==> src/rtl/sdram_prbs_pkg.sv <==
`default_nettype none
// ============================================================================
// Module      : sdram_prbs_pkg
// Description : Shared definitions for the SDRAM PRBS generator/checker:
//               checker state encoding, default polynomial and seed, and the
//               Galois-LFSR step function used by both the generator and the
//               checker's expected-word register.
// Revision    : 1.0 - initial release
// ============================================================================
package sdram_prbs_pkg;

    // Checker synchronisation states
    typedef enum logic [1:0] {
        HUNT   = 2'd0,
        SYNC   = 2'd1,
        LOCKED = 2'd2
    } chk_state_t;

    // x^8+x^4+x^3+x^2+1 with the implicit x^8 term left out
    localparam logic [63:0] c_default_poly = 64'h1D;
    localparam logic [63:0] c_default_seed = 64'd32;

    // One Galois step on the low 'width' bits of s. Callers zero-extend their
    // state to 64 bits and cast the result back to their own width.
    function automatic logic [63:0] prbs_step(
        input logic [63:0] s,
        input logic [63:0] poly,
        input int          width
    );
        logic [63:0] mask;
        logic [63:0] r;
        mask = (width >= 64) ? {64{1'b1}} : ((64'd1 << width) - 64'd1);
        r    = s << 1;
        if (s[6'(width - 1)]) begin
            r = r ^ poly;
        end
        return r & mask;
    endfunction

endpackage
`default_nettype wire

==> src/rtl/sdram_prbs_lfsr_core.sv <==
`default_nettype none
// ============================================================================
// Module      : sdram_prbs_lfsr_core
// Description : WIDTH-bit Galois LFSR register with seed / load / hold / step
//               controls. Priority: reset > i_seed > i_load > i_hold > step.
//               A zero load value is replaced by SEED so the register never
//               enters the lock-up state.
// Ports       : clk, reset   - clock, synchronous active-high reset
//               i_seed       - force state to SEED
//               i_load       - load i_ldata (SEED if i_ldata is zero)
//               i_ldata      - load value
//               i_hold       - keep current state
//               o_state      - current state (the register itself)
// Revision    : 1.0 - initial release
// ============================================================================
module sdram_prbs_lfsr_core
    import sdram_prbs_pkg::*;
#(
    parameter int          WIDTH = 8,
    parameter logic [63:0] POLY  = c_default_poly,
    parameter logic [63:0] SEED  = c_default_seed
) (
    input  logic             clk,
    input  logic             reset,
    input  logic             i_seed,
    input  logic             i_load,
    input  logic [WIDTH-1:0] i_ldata,
    input  logic             i_hold,
    output logic [WIDTH-1:0] o_state
);

    logic [WIDTH-1:0] r_state;
    logic [WIDTH-1:0] w_seed;
    logic [WIDTH-1:0] w_step;

    assign w_seed = WIDTH'(SEED);
    assign w_step = WIDTH'(prbs_step(64'(r_state), POLY, WIDTH));

    always_ff @(posedge clk) begin
        if (reset) begin
            r_state <= w_seed;
        end else if (i_seed) begin
            r_state <= w_seed;
        end else if (i_load) begin
            r_state <= (i_ldata == '0) ? w_seed : i_ldata;
        end else if (!i_hold) begin
            r_state <= w_step;
        end
    end

    assign o_state = r_state;

endmodule
`default_nettype wire

==> src/rtl/sdram_prbs_gen_check.sv <==
`default_nettype none
// ============================================================================
// Module      : sdram_prbs_gen_check
// Description : PRBS write-data generator plus self-synchronising read-back
//               checker. The checker hunts for a nonzero word, predicts the
//               next word, and after LOCK_CNT consecutive matches declares
//               lock. While locked each mismatch pulses o_err and bumps a
//               saturating counter; UNLOCK_CNT consecutive misses drop lock.
// Ports       : clk, reset                  - clock, sync active-high reset
//               i_enable                    - 0: gen to SEED, checker to HUNT
//               i_pause, i_load, i_ldata    - generator controls
//               o_data                      - generator output
//               i_chk_valid, i_chk_data     - read-back word to check
//               i_err_clr                   - clear o_err_count
//               o_chk_lock, o_err, o_err_count - checker status
//               i_inj (SDRAM_PRBS_ERR_INJECT_EN only) - flip bit 0 of the
//                                             next generated word
// Config      : define SDRAM_PRBS_ERR_INJECT_EN to add the error-inject port.
// Revision    : 1.0 - initial release
// ============================================================================
module sdram_prbs_gen_check
    import sdram_prbs_pkg::*;
#(
    parameter int          WIDTH      = 8,
    parameter logic [63:0] POLY       = c_default_poly,
    parameter logic [63:0] SEED       = c_default_seed,
    parameter int          LOCK_CNT   = 4,
    parameter int          UNLOCK_CNT = 3,
    parameter int          ERR_W      = 16
) (
    input  logic             clk,
    input  logic             reset,
`ifdef SDRAM_PRBS_ERR_INJECT_EN
    input  logic             i_inj,
`endif
    input  logic             i_enable,
    input  logic             i_pause,
    input  logic             i_load,
    input  logic [WIDTH-1:0] i_ldata,
    output logic [WIDTH-1:0] o_data,
    input  logic             i_chk_valid,
    input  logic [WIDTH-1:0] i_chk_data,
    input  logic             i_err_clr,
    output logic             o_chk_lock,
    output logic             o_err,
    output logic [ERR_W-1:0] o_err_count
);

    localparam int c_match_w = (LOCK_CNT > 1) ? $clog2(LOCK_CNT) : 1;
    localparam int c_miss_w  = (UNLOCK_CNT > 1) ? $clog2(UNLOCK_CNT) : 1;
    localparam logic [c_match_w-1:0] c_match_max = c_match_w'(LOCK_CNT - 1);
    localparam logic [c_miss_w-1:0]  c_miss_max  = c_miss_w'(UNLOCK_CNT - 1);

    // ------------------------------------------------------------------ gen
    logic [WIDTH-1:0] w_gen_state;

    sdram_prbs_lfsr_core #(
        .WIDTH (WIDTH),
        .POLY  (POLY),
        .SEED  (SEED)
    ) u_gen (
        .clk     (clk),
        .reset   (reset),
        .i_seed  (!i_enable),
        .i_load  (i_load),
        .i_ldata (i_ldata),
        .i_hold  (i_pause),
        .o_state (w_gen_state)
    );

`ifdef SDRAM_PRBS_ERR_INJECT_EN
    // The flip is applied on the output only, so the LFSR sequence survives.
    logic w_gen_adv;
    logic r_inj_flip;

    assign w_gen_adv = i_enable & ~i_load & ~i_pause;

    always_ff @(posedge clk) begin
        if (reset) begin
            r_inj_flip <= 1'b0;
        end else begin
            r_inj_flip <= i_inj & w_gen_adv;
        end
    end

    assign o_data = w_gen_state ^ WIDTH'(r_inj_flip);
`else
    assign o_data = w_gen_state;
`endif

    // -------------------------------------------------------------- checker
    chk_state_t           r_state,     w_state_nxt;
    logic [WIDTH-1:0]     r_expected,  w_expected_nxt;
    logic [c_match_w-1:0] r_match_cnt, w_match_nxt;
    logic [c_miss_w-1:0]  r_miss_cnt,  w_miss_nxt;
    logic [ERR_W-1:0]     r_err_count, w_count_nxt;
    logic                 r_err,       w_err_nxt;
    logic                 r_lock;

    logic [WIDTH-1:0] w_exp_step;
    logic [WIDTH-1:0] w_data_step;
    logic             w_hit;
    logic             w_data_nz;

    assign w_exp_step  = WIDTH'(prbs_step(64'(r_expected), POLY, WIDTH));
    assign w_data_step = WIDTH'(prbs_step(64'(i_chk_data), POLY, WIDTH));
    assign w_hit       = (i_chk_data == r_expected);
    assign w_data_nz   = (i_chk_data != '0);

    always_comb begin
        w_state_nxt    = r_state;
        w_expected_nxt = r_expected;
        w_match_nxt    = r_match_cnt;
        w_miss_nxt     = r_miss_cnt;
        w_count_nxt    = r_err_count;
        w_err_nxt      = 1'b0;

        if (!i_enable) begin
            w_state_nxt = HUNT;
            w_match_nxt = '0;
            w_miss_nxt  = '0;
        end else if (i_chk_valid) begin
            case (r_state)
                HUNT: begin
                    // A zero word can never appear in the sequence; skip it.
                    if (w_data_nz) begin
                        w_expected_nxt = w_data_step;
                        w_match_nxt    = '0;
                        w_state_nxt    = SYNC;
                    end
                end
                SYNC: begin
                    if (w_hit) begin
                        w_expected_nxt = w_exp_step;
                        if (r_match_cnt == c_match_max) begin
                            w_state_nxt = LOCKED;
                            w_match_nxt = '0;
                        end else begin
                            w_match_nxt = r_match_cnt + c_match_w'(1);
                        end
                    end else begin
                        // Re-seed from the offending word rather than waiting
                        w_match_nxt = '0;
                        if (w_data_nz) begin
                            w_expected_nxt = w_data_step;
                        end else begin
                            w_state_nxt = HUNT;
                        end
                    end
                end
                LOCKED: begin
                    // Keep predicting through errors so single-word
                    // corruption does not cost synchronisation.
                    w_expected_nxt = w_exp_step;
                    if (!w_hit) begin
                        w_err_nxt = 1'b1;
                        if (r_err_count != {ERR_W{1'b1}}) begin
                            w_count_nxt = r_err_count + ERR_W'(1);
                        end
                        if (r_miss_cnt == c_miss_max) begin
                            w_state_nxt = HUNT;
                            w_miss_nxt  = '0;
                        end else begin
                            w_miss_nxt = r_miss_cnt + c_miss_w'(1);
                        end
                    end else begin
                        w_miss_nxt = '0;
                    end
                end
                default: begin
                    w_state_nxt = HUNT;
                end
            endcase
        end

        if (i_err_clr) begin
            w_count_nxt = '0;
        end
    end

    always_ff @(posedge clk) begin
        if (reset) begin
            r_state     <= HUNT;
            r_expected  <= '0;
            r_match_cnt <= '0;
            r_miss_cnt  <= '0;
            r_err_count <= '0;
            r_err       <= 1'b0;
            r_lock      <= 1'b0;
        end else begin
            r_state     <= w_state_nxt;
            r_expected  <= w_expected_nxt;
            r_match_cnt <= w_match_nxt;
            r_miss_cnt  <= w_miss_nxt;
            r_err_count <= w_count_nxt;
            r_err       <= w_err_nxt;
            r_lock      <= (w_state_nxt == LOCKED);
        end
    end

    assign o_chk_lock  = r_lock;
    assign o_err       = r_err;
    assign o_err_count = r_err_count;

endmodule
`default_nettype wire

==> config.mk <==
export PLATFORM = sky130hd
export DESIGN_NAME = sdram_prbs_gen_check
export DESIGN_NICKNAME = d
export VERILOG_FILES = /design/src/rtl/sdram_prbs_pkg.sv /design/src/rtl/sdram_prbs_lfsr_core.sv /design/src/rtl/sdram_prbs_gen_check.sv
export SDC_FILE = /design/constraint.sdc
export NUM_CORES = 1
export LEC_CHECK = 0
export CAP_MARGIN = 40
export CELL_PAD_IN_SITES_DETAIL_PLACEMENT = 2
export CELL_PAD_IN_SITES_GLOBAL_PLACEMENT = 2
export CORE_MARGIN = 10
export CORE_UTILIZATION = 26
export CTS_BUF_LIST = sky130_fd_sc_hd__clkbuf_8 sky130_fd_sc_hd__clkbuf_16
export CTS_CLUSTER_DIAMETER = 40
export CTS_CLUSTER_SIZE = 30
export DETAILED_ROUTE_END_ITERATION = 12
export PLACE_DENSITY_LB_ADDON = 0.12
export REMOVE_ABC_BUFFERS = 1
export SETUP_SLACK_MARGIN = 0.05
export SYNTH_ARGS = -nofsm -noshare
export SYNTH_HDL_FRONTEND = slang
export SYNTH_SLANG_ARGS = --single-unit
==> constraint.sdc <==
create_clock -name clk -period 1.8 [get_ports clk]
set_input_delay 0.27 -clock clk [delete_from_list [all_inputs] [get_ports clk]]
set_output_delay 0.27 -clock clk [all_outputs]
set_load 0.005 [all_outputs]
==> run_results.csv, run 1 <==
group,metric,value,unit
routing,routedWlPerCell,18.6,um
power,power.total,0.00192,W
layout,drive_gt1_share,33.2,%
worst_hold_path,hold_path.class,"flop to flop",
timing,finalCriticalPeriod,1.89,ns
grt,grt_use_total,12.9,%
floorplan,die_area,12600,um^2
layout,num_antenna_cells,0,
synth,synth_warnings,0,
routing,viasPerCell,4.89,
floorplan,rows,33,
timing,finalMaxSlewViolations,0,
synth,synth_edf_count,0,
clocking,cts_buffers,5,
run_status,status,"finished, violations left",
grt,antenna_found_initial,0,
layout,fin_util,43.4,%
floorplan,coreArea,8260,um^2
synth,synth.distinct_cells,46,
place,dpl_cell_area,3160,um^2
timing,setup_viol,11,
floorplan,die_w,112,um
run,drv_cap,0,
routing,wl,8.97,mm
synth,ys_top_cells_by_area,"dfxtp_1 36%, nor2_1 7.1%, xnor2_1 5.9%, xor2_1 5.9%, a21oi_1 4.3%",
place,dp_hpwl,6.14,mm
clocking,cts_hold_buffers,0,
clocking,cts_max_level,2,
layout,stdcell_count,482,
timing,rsz0062_at_grt,"yes",
synth,yosysTopAreaCell,"dfxtp_1",
floorplan,die_h,112,um
timing,skew,0.00812,ns
synth,yosysTopAreaCellShare,36.2,%
place,portBuffers,48,
synth,yosysSeqAreaShare,36.2,%
place,gp_congestion,0.777,
worst_setup_path,worst_setup_path_end_kind,"flop",
synth,async_flop_share,0,%
routing,ant_nets,0,
power,cellLeakagePower,1.41,nW
routing,first_pass_iters,4,
synth,syn-mean-instance-area,8.29,um^2
layout,fin_nets,405,
floorplan,initial_core_util,26.8,%
synth,ys_seq_elements,40,
timing,fin_crit_sh,105,%
power,powerDensity,536,nW/um^2
synth,synth.cell_area,2210,um^2
timing,timing.slew.headroom,63.9,%
grt,globalRouteOverflowTotal,0,
clocking,clockBufferDepth,2,
clocking,cts-root-buf,"clkbuf_8",
worst_setup_path,path_class,"flop to flop",
routing,routed-via-count,2355,
floorplan,io_pins,49,
clocking,cts_tree,"built",
grt,grt_pass1_vias,2596,
timing,worst_pin_slew,0.539,ns
timing,setup-tns-final,-0.305,ns
clocking,clkLatencyLatePin,0.30,ns
grt,grt_max_degree,17,
timing,hold_viol,0,
layout,area_growth,61.7,%
routing,drtIter0Drc,43,
worst_setup_path,worstSetupStartpointType,"flop",
layout,final_cell_area,3580,um^2
run_status,violations,"setup timing",
timing,max_freq,0.530,GHz
timing,layout_setup_ws,-0.0863,ns
clocking,clk_pin_slew,0.09,ns
worst_setup_path,rrSetupSlack,-0.09,ns
routing,drc,0,
place,dp_cells,459,
worst_setup_path,path_max_fanout,4,
power,ir_drop,0.236,mV
synth,synth_ff_type,"dfxtp_1",
clocking,clock-sinks,40,
synth,syn_inst,267,
worst_setup_path,arrival,2.13,ns
grt,grt_pass1_wl,13.6,mm
worst_setup_path,required,2.05,ns
[per-stage QoR]
step	setup WS [ns]	hold slack, ns
after detailed placement	-0.541	0.462
after global routing	-0.237	0.514
after CTS	0.0439	0.474
after floorplan	-0.0881	0.342
final	-0.0863	0.475
after global placement	-0.486	0.448
[flip-flops by register name, indices dropped and copies added (netlist names)]
signal	count
r_expected	8
r_match_cnt	2
r_state	2
o_chk_lock	1
o_err	1
u_gen.o_state	8
o_err_count	16
r_miss_cnt	2
[layout make-up]
type                            instances  area, um^2
Fill cell                             908        4680
Multi-Input combinational cell        209        1530
Timing Repair Buffer                  114         991
Sequential cell                        40         816
Tap cell                              105         131
Clock buffer                            6        82.6
Inverter                                6        22.5
Clock inverter                          2        7.51
[cell families (layout without fill, tap and decap cells)]
family	count (synthesis)	count (layout)	synth area share, %
AOI/OAI and AO/OA	47	47	14.1
xor gates and xnor gates	30	30	11.9
adders and majority gates	6	6	3.39
buffers and inverters	19	128	4.07
DFF	40	40	36.2
muxes	7	7	3.16
and+or+nand+nor	118	119	27.3
[critical path, stage by stage (launching register included)]
cell and delay (ns):
dfxtp_2 0.34, xnor2_1 0.15, nand4_1 0.23, buf_4 0.21, nor2_2 0.18, nand2_1 0.11
or4_4 0.49, a21oi_2 0.13
[power by group]
part	internal (W)	leakage [nW]	switching, W
logic	0.000176	1.03	0.000170
registers	0.000906	0.330	0.0000191
clock network	0.000302	0.0538	0.000345
[Yosys cell counts, types with 5 or more instances]
cell type   n
nor2_1     42
dfxtp_1    40
a21oi_1    19
nand2_1    16
xnor2_1    15
xor2_1     15
nor3_1     11
nand4_1    10
a221oi_1    7
mux2i_1     7
clkbuf_1    6
ha_1        6
inv_1       6
nand3_1     5
[repair_timing]
item,in CTS,in global routing
gates resized for setup,24,45
buffers inserted,4,10
gates cloned,1,0
pin swaps,10,37
setup endpoints to repair,29,29
[layer usage]
metal | vias to the layer above | GRT usage [%] | share of wire, % | wire length [um]
met4 | 0 | 2.79 | 1.1 | 95
li1 | 1161 | - | - | -
met2 | 35 | 23.2 | 52 | 4620
met1 | 1150 | 15.3 | 44 | 3970
met3 | 9 | 2.88 | 3.1 | 277
met5 | - | 0 | 0 | 0
[cell usage in the layout, fill, tap and decap left out, drive strengths merged, types with 8 or more instances in the layout]
cell type      synthesis  layout
a21oi                 19      19
buf                    7      66
clkdlybuf4s50          0      40
dfxtp                 40      40
inv                    6       8
nand2                 16      16
nand4                 10      10
nor2                  44      44
nor3                  11      11
xnor2                 15      15
xor2                  15      15
[path summary, 6_finish.rpt]
check,startpoint,to,cells past startpoint
worst min register to register,r_match_cnt[1]$_SDFFE_PP0P_,r_match_cnt[1]$_SDFFE_PP0P_,2
worst max-delay path,r_expected[7]$_SDFFE_PP0P_,r_match_cnt[0]$_SDFFE_PP0P_,7
worst min-delay path,r_match_cnt[1]$_SDFFE_PP0P_,r_match_cnt[1]$_SDFFE_PP0P_,2
worst max register to register,r_expected[7]$_SDFFE_PP0P_,r_match_cnt[0]$_SDFFE_PP0P_,7
Power figures use the tool's default switching activity.
==> run 2, diff against run 1 <==
--- a/config.mk
+++ b/config.mk
@@ -8,7 +8,7 @@
 export CAP_MARGIN = 40
 export CELL_PAD_IN_SITES_DETAIL_PLACEMENT = 2
 export CELL_PAD_IN_SITES_GLOBAL_PLACEMENT = 2
-export CORE_MARGIN = 10
+export CORE_MARGIN = 2
 export CORE_UTILIZATION = 26
 export CTS_BUF_LIST = sky130_fd_sc_hd__clkbuf_8 sky130_fd_sc_hd__clkbuf_16
 export CTS_CLUSTER_DIAMETER = 40
==> run 2 against run 1 <==
Net effect: sequential cell count is the same; largest power group unchanged; the run still ends with setup timing left; sequential power is essentially flat; die area shrank 26%.
==> run_results.csv, run 2 (synthesis gave the netlist of run 1 again) <==
group,metric,value,unit
clocking,clock-sinks,40,
timing,rsz0062_at_grt,"yes",
floorplan,die_area,9270,um^2
layout,fin_nets,407,
layout,drive_gt1_share,33.9,%
timing,hold_ws,0.471,ns
worst_setup_path,cpPeakStageDelay,0.39,ns
worst_setup_path,path_cells,"and4_4, and4_4, or3b_4, buf_6, nand4_1, xor2_1, nor2_1",
routing,ant_nets,0,
timing,fin_crit_sh,101,%
timing,setup_viol,6,
floorplan,io_pins,49,
routing,routed-via-count,2365,
layout,area_growth,64.8,%
worst_setup_path,arrival,1.99,ns
clocking,cts_buffers,5,
timing,setup-tns-final,-0.0540,ns
floorplan,rows,33,
routing,routedWlPerCell,17.1,um
timing,worst_pin_slew,0.388,ns
grt,grt_pass1_wl,12.4,mm
clocking,cts-root-buf,"clkbuf_8",
grt,grt_use_total,17.3,%
timing,timing.slew.headroom,74.0,%
worst_setup_path,cp_common_cell,"and4_4",
layout,num_antenna_cells,0,
worst_setup_path,critical_path.slowest_cell,"or3b_4",
layout,mostFrequentLayoutCell,"buf_4",
timing,max_freq,0.549,GHz
place,gp_congestion,0.748,
run,drv_cap,0,
place,portBuffers,48,
worst_setup_path,worst-path-buf-inv,1,
layout,largest_reg_flops,16,
floorplan,die_w,96.3,um
clocking,clkLatencyLatePin,0.29,ns
clocking,clk_pin_slew,0.08,ns
worst_setup_path,path_class,"flop to flop",
worst_hold_path,hold_path.class,"flop to flop",
timing,finalCriticalPeriod,1.82,ns
timing,hold_viol,0,
grt,globalRouteOverflowTotal,0,
timing,skew,0.00614,ns
worst_setup_path,worstSetupStartpointType,"flop",
grt,grt_max_degree,17,
routing,drtIter0Drc,38,
run_status,violations,"setup timing",
floorplan,coreArea,8220,um^2
run_status,status,"finished, violations left",
routing,viasPerCell,4.90,
timing,finalMaxSlewViolations,0,
routing,drc,0,
worst_setup_path,worst_setup_path_end_kind,"flop",
timing,layout_setup_ws,-0.0199,ns
layout,layout_common_cells,"58 x buf_4, 42 x nor2_1, 40 x clkdlybuf4s50_1",
place,dpl_cell_area,3190,um^2
clocking,cts_hold_buffers,0,
power,powerDensity,509,nW/um^2
worst_setup_path,cp_top_family,"simple AND/OR/NAND/NOR gates",
place,place_ws,-0.536,ns
routing,wl,8.24,mm
layout,final_cell_area,3650,um^2
grt,grt_pass1_vias,2587,
floorplan,die_h,96.3,um
routing,first_pass_iters,4,
floorplan,initial_core_util,27.0,%
power,ir_drop,0.324,mV
worst_setup_path,path_max_fanout,8,
power,cellLeakagePower,1.44,nW
clocking,cts_max_level,2,
grt,antenna_found_initial,0,
clocking,clockBufferDepth,2,
clocking,cts_tree,"built",
place,dp_hpwl,5.81,mm
worst_setup_path,required,1.97,ns
run 2: cell types whose count changed in the layout (fill, tap and decap cells not counted), sizes merged:
| cell | previous run | this run |
|---|---|---|
| buf | 66 | 69 |
| clkbuf | 7 | 5 |
| clkdlybuf4s15 | 1 | 2 |
| clkinv | 0 | 1 |
| inv | 8 | 7 |
| or3b | 2 | 1 |
run 2: stage by stage:
step                total power (W)  utilization [%]  std cells
floorplan                   0.00106                -        254
global placement            0.00123             38.8        463
detailed placement          0.00124             38.8        463
CTS                         0.00184             41.9        478
global route                0.00196             44.4        483
finish                      0.00186             44.4        483
run 2: power breakdown:
part / switching [W] / internal, W / total [W] / leakage, nW
logic: 0.000173 / 0.000183 / 0.000356 / 1.06
registers: 0.0000214 / 0.000905 / 0.000927 / 0.331
clock network: 0.000318 / 0.000259 / 0.000577 / 0.0452
total: 0.000512 / 0.00135 / 0.00186 / 1.44
run 2: worst min-delay path, delay by kind of cell, from the launching register on:
| family | cells | cell delay, ns |
|---|---|---|
| DFF | 1 | 0.32 |
| and+or+nand+nor | 1 | 0.06 |
| AOI/OAI and AO/OA | 1 | 0.05 |
run 2: repair_timing:
item,CTS,global route
pin swaps,31,40
gates resized for setup,43,36
endpoints found under the setup margin,29,31
buffers inserted,8,6
run 2: path summary, 6_finish.rpt:
path | start | endpoint | slack, ns | depth (start not counted)
worst max-delay path | o_err_count[5]$_SDFFE_PP0P_ | o_err_count[5]$_SDFFE_PP0P_ | -0.02 | 7
worst min-delay path | r_match_cnt[1]$_SDFFE_PP0P_ | r_match_cnt[1]$_SDFFE_PP0P_ | 0.47 | 2
worst max register to register | o_err_count[5]$_SDFFE_PP0P_ | o_err_count[5]$_SDFFE_PP0P_ | -0.02 | 7
worst min register to register | r_match_cnt[1]$_SDFFE_PP0P_ | r_match_cnt[1]$_SDFFE_PP0P_ | 0.47 | 2
run 2: metal layers:
layer	wire (um)	vias up	part of all wire [%]	track usage, %
li1	-	1159	-	-
met1	3650	1164	44	20.5
met2	4240	36	51	32.4
met3	271	6	3.3	2.82
met4	83	0	1.0	3.99
met5	0	-	0	0
run 2: cell type report:
type / instances / area (um^2)
fill: 916 / 4570
multi-input combinational: 208 / 1560
timing repair buffer: 117 / 1040
sequential: 40 / 822
tap: 105 / 131
clock buffer: 5 / 68.8
inverter: 6 / 22.5
clock inverter: 2 / 8.76
==> run 3, diff against run 2 <==
--- a/config.mk
+++ b/config.mk
@@ -15,7 +15,6 @@
 export CTS_CLUSTER_SIZE = 30
 export DETAILED_ROUTE_END_ITERATION = 12
 export PLACE_DENSITY_LB_ADDON = 0.12
-export REMOVE_ABC_BUFFERS = 1
 export SETUP_SLACK_MARGIN = 0.05
 export SYNTH_ARGS = -nofsm -noshare
 export SYNTH_HDL_FRONTEND = slang
==> run 3 against run 2 <==
Net effect: the flow still finishes with violations (setup timing); die area is the same; sequential power hardly changed; critical path depth grew 1; worst hold slack got worse by 0.0097 ns; via count is 2.8% lower; count of clock-buffer cells in the layout grew 1.
==> run_results.csv, run 3 (synthesis gave the netlist of run 1 again) <==
group,metric,value,unit
routing,first_pass_iters,4,
floorplan,io_pins,49,
floorplan,die_w,96.3,um
worst_hold_path,hold_path.class,"flop to flop",
clocking,clock-sinks,40,
floorplan,die_area,9270,um^2
power,powerDensity,542,nW/um^2
clocking,clockBufferDepth,2,
place,gp_congestion,0.782,
place,dp_cells,456,
timing,finalCriticalPeriod,1.85,ns
grt,met3_usage,3.13,%
worst_setup_path,arrival,2.01,ns
layout,stdcell_count,471,
power,ir_drop,0.247,mV
floorplan,coreArea,8220,um^2
grt,grt_max_degree,17,
worst_setup_path,required,1.97,ns
layout,ff_latch_area,815,um^2
worst_setup_path,path_cells,"xnor2_2, nand4_1, buf_4, o2111a_2, buf_12, nand4b_1, xor2_1, nor2_1",
run_status,status,"finished, violations left",
clocking,cts-root-buf,"clkbuf_8",
clocking,cts_tree,"built",
timing,fin_crit_sh,103,%
grt,grt_pass1_vias,2562,
synth,syn_nets,296,
clocking,clkLatencyLatePin,0.29,ns
timing,hold_ws,0.462,ns
routing,drc,0,
layout,largest_reg_flops,16,
power,cellLeakagePower,1.34,nW
worst_setup_path,worstSetupStartpointType,"flop",
routing,viasPerCell,4.88,
routing,ant_nets,0,
timing,finalMaxSlewViolations,0,
grt,globalRouteOverflowTotal,0,
worst_setup_path,cpPeakStageDelay,0.34,ns
routing,routedWlPerCell,15.9,um
routing,wl,7.48,mm
routing,drtIter0Drc,34,
floorplan,rows,33,
run_status,violations,"setup timing",
place,portBuffers,48,
clocking,cts_buffers,5,
layout,area_growth,54.8,%
routing,routed-via-count,2299,
layout,mostFrequentLayoutCell,"buf_4",
grt,grt.busiest_layer,"met2",
worst_setup_path,path_class,"flop to flop",
run,drv_cap,0,
layout,fin_nets,394,
timing,layout_setup_ws,-0.0479,ns
layout,layout_common_cells,"53 x buf_4, 42 x nor2_1, 40 x clkdlybuf4s50_1",
place,dp_hpwl,5.53,mm
clocking,cts_hold_buffers,0,
grt,antenna_found_initial,0,
place,dpl_cell_area,3150,um^2
timing,worst_pin_slew,0.390,ns
timing,setup_viol,11,
timing,rsz0062_at_grt,"yes",
layout,num_antenna_cells,0,
clocking,clk_pin_slew,0.08,ns
layout,multi_input_comb_area,1460,um^2
layout,drive_gt1_share,27.9,%
grt,grt.met1_usage,20.8,%
worst_setup_path,critical_path.slowest_cell,"dfxtp_2",
timing,hold_viol,0,
layout,fillers,935,
timing,setup-tns-final,-0.353,ns
timing,timing.slew.headroom,73.9,%
grt,grt_use_total,16.9,%
grt,grt_pass1_wl,12.2,mm
layout,final_cell_area,3430,um^2
grt,use_met2,30.7,%
timing,skew,0.00396,ns
floorplan,initial_core_util,27.0,%
worst_setup_path,worst_setup_path_end_kind,"flop",
worst_setup_path,path_max_fanout,8,
floorplan,die_h,96.3,um
clocking,cts_max_level,2,
layout,fin_util,41.7,%
timing,max_freq,0.541,GHz
==> run 3: cell count changes in the layout (fill, tap and decap cells not counted), sizes merged <==
cell	delta
clkinv	-1
or3b	+1
clkdlybuf4s15	-2
clkbuf	+1
inv	+1
dlygate4sd2	+2
buf	-14
==> run 3: report_power, final <==
group | internal [W] | switching, W
Clock | 0.000302 | 0.000310
Sequential | 0.000906 | 0.0000194
Combinational | 0.000168 | 0.000153
Total | 0.00138 | 0.000482
==> run 3: per-layer routing <==
metal	vias up	wire length, um	share of wire, %
li1	1133	-	-
met1	1125	3450	46
met2	39	3760	50
met3	2	225	3.0
met4	0	38	0.51
met5	-	0	0
==> run 3: worst max-delay path: cells and delay by family (launching register included) <==
| family | cells | cell delay (ns) |
|---|---|---|
| AO/OA/AOI/OAI | 1 | 0.29 |
| XOR/XNOR | 2 | 0.31 |
| buffers and inverters | 2 | 0.37 |
| flip-flops | 1 | 0.34 |
| AND/OR/NAND/NOR | 3 | 0.41 |
==> run 3: final cells by class <==
class | count | area share (%)
Inverter | 6 | 0.657
Multi-Input combinational cell | 209 | 42.6
Tap cell | 105 | 3.83
Timing Repair Buffer | 103 | 26.5
Clock buffer | 6 | 2.41
Clock inverter | 2 | 0.219
Sequential cell | 40 | 23.8
==> run 3: path summary, 6_finish.rpt <==
path / startpoint / end / slack, ns / cells past startpoint
worst max-delay path: r_expected[4]$_SDFFE_PP0P_ / o_err_count[4]$_SDFFE_PP0P_ / -0.05 / 8
worst min-delay path: r_match_cnt[1]$_SDFFE_PP0P_ / r_match_cnt[1]$_SDFFE_PP0P_ / 0.46 / 2
worst max register to register: r_expected[4]$_SDFFE_PP0P_ / o_err_count[4]$_SDFFE_PP0P_ / -0.05 / 8
worst min register to register: r_match_cnt[1]$_SDFFE_PP0P_ / r_match_cnt[1]$_SDFFE_PP0P_ / 0.46 / 2
==> run 3: per-stage QoR <==
step / setup WS [ns] / total power, W
floorplan: 0.0509 / 0.00108
global placement: -0.509 / 0.00123
detailed placement: -0.586 / 0.00123
CTS: 0.0411 / 0.00187
global route: -0.173 / 0.00197
finish: -0.0479 / 0.00186
==> run 3: repair_timing <==
action	4_1_cts	5_1_grt
setup buffers	4	3
pin swaps	21	31
cloned	1	0
endpoints found under the setup margin	29	31
gates resized for setup	24	21
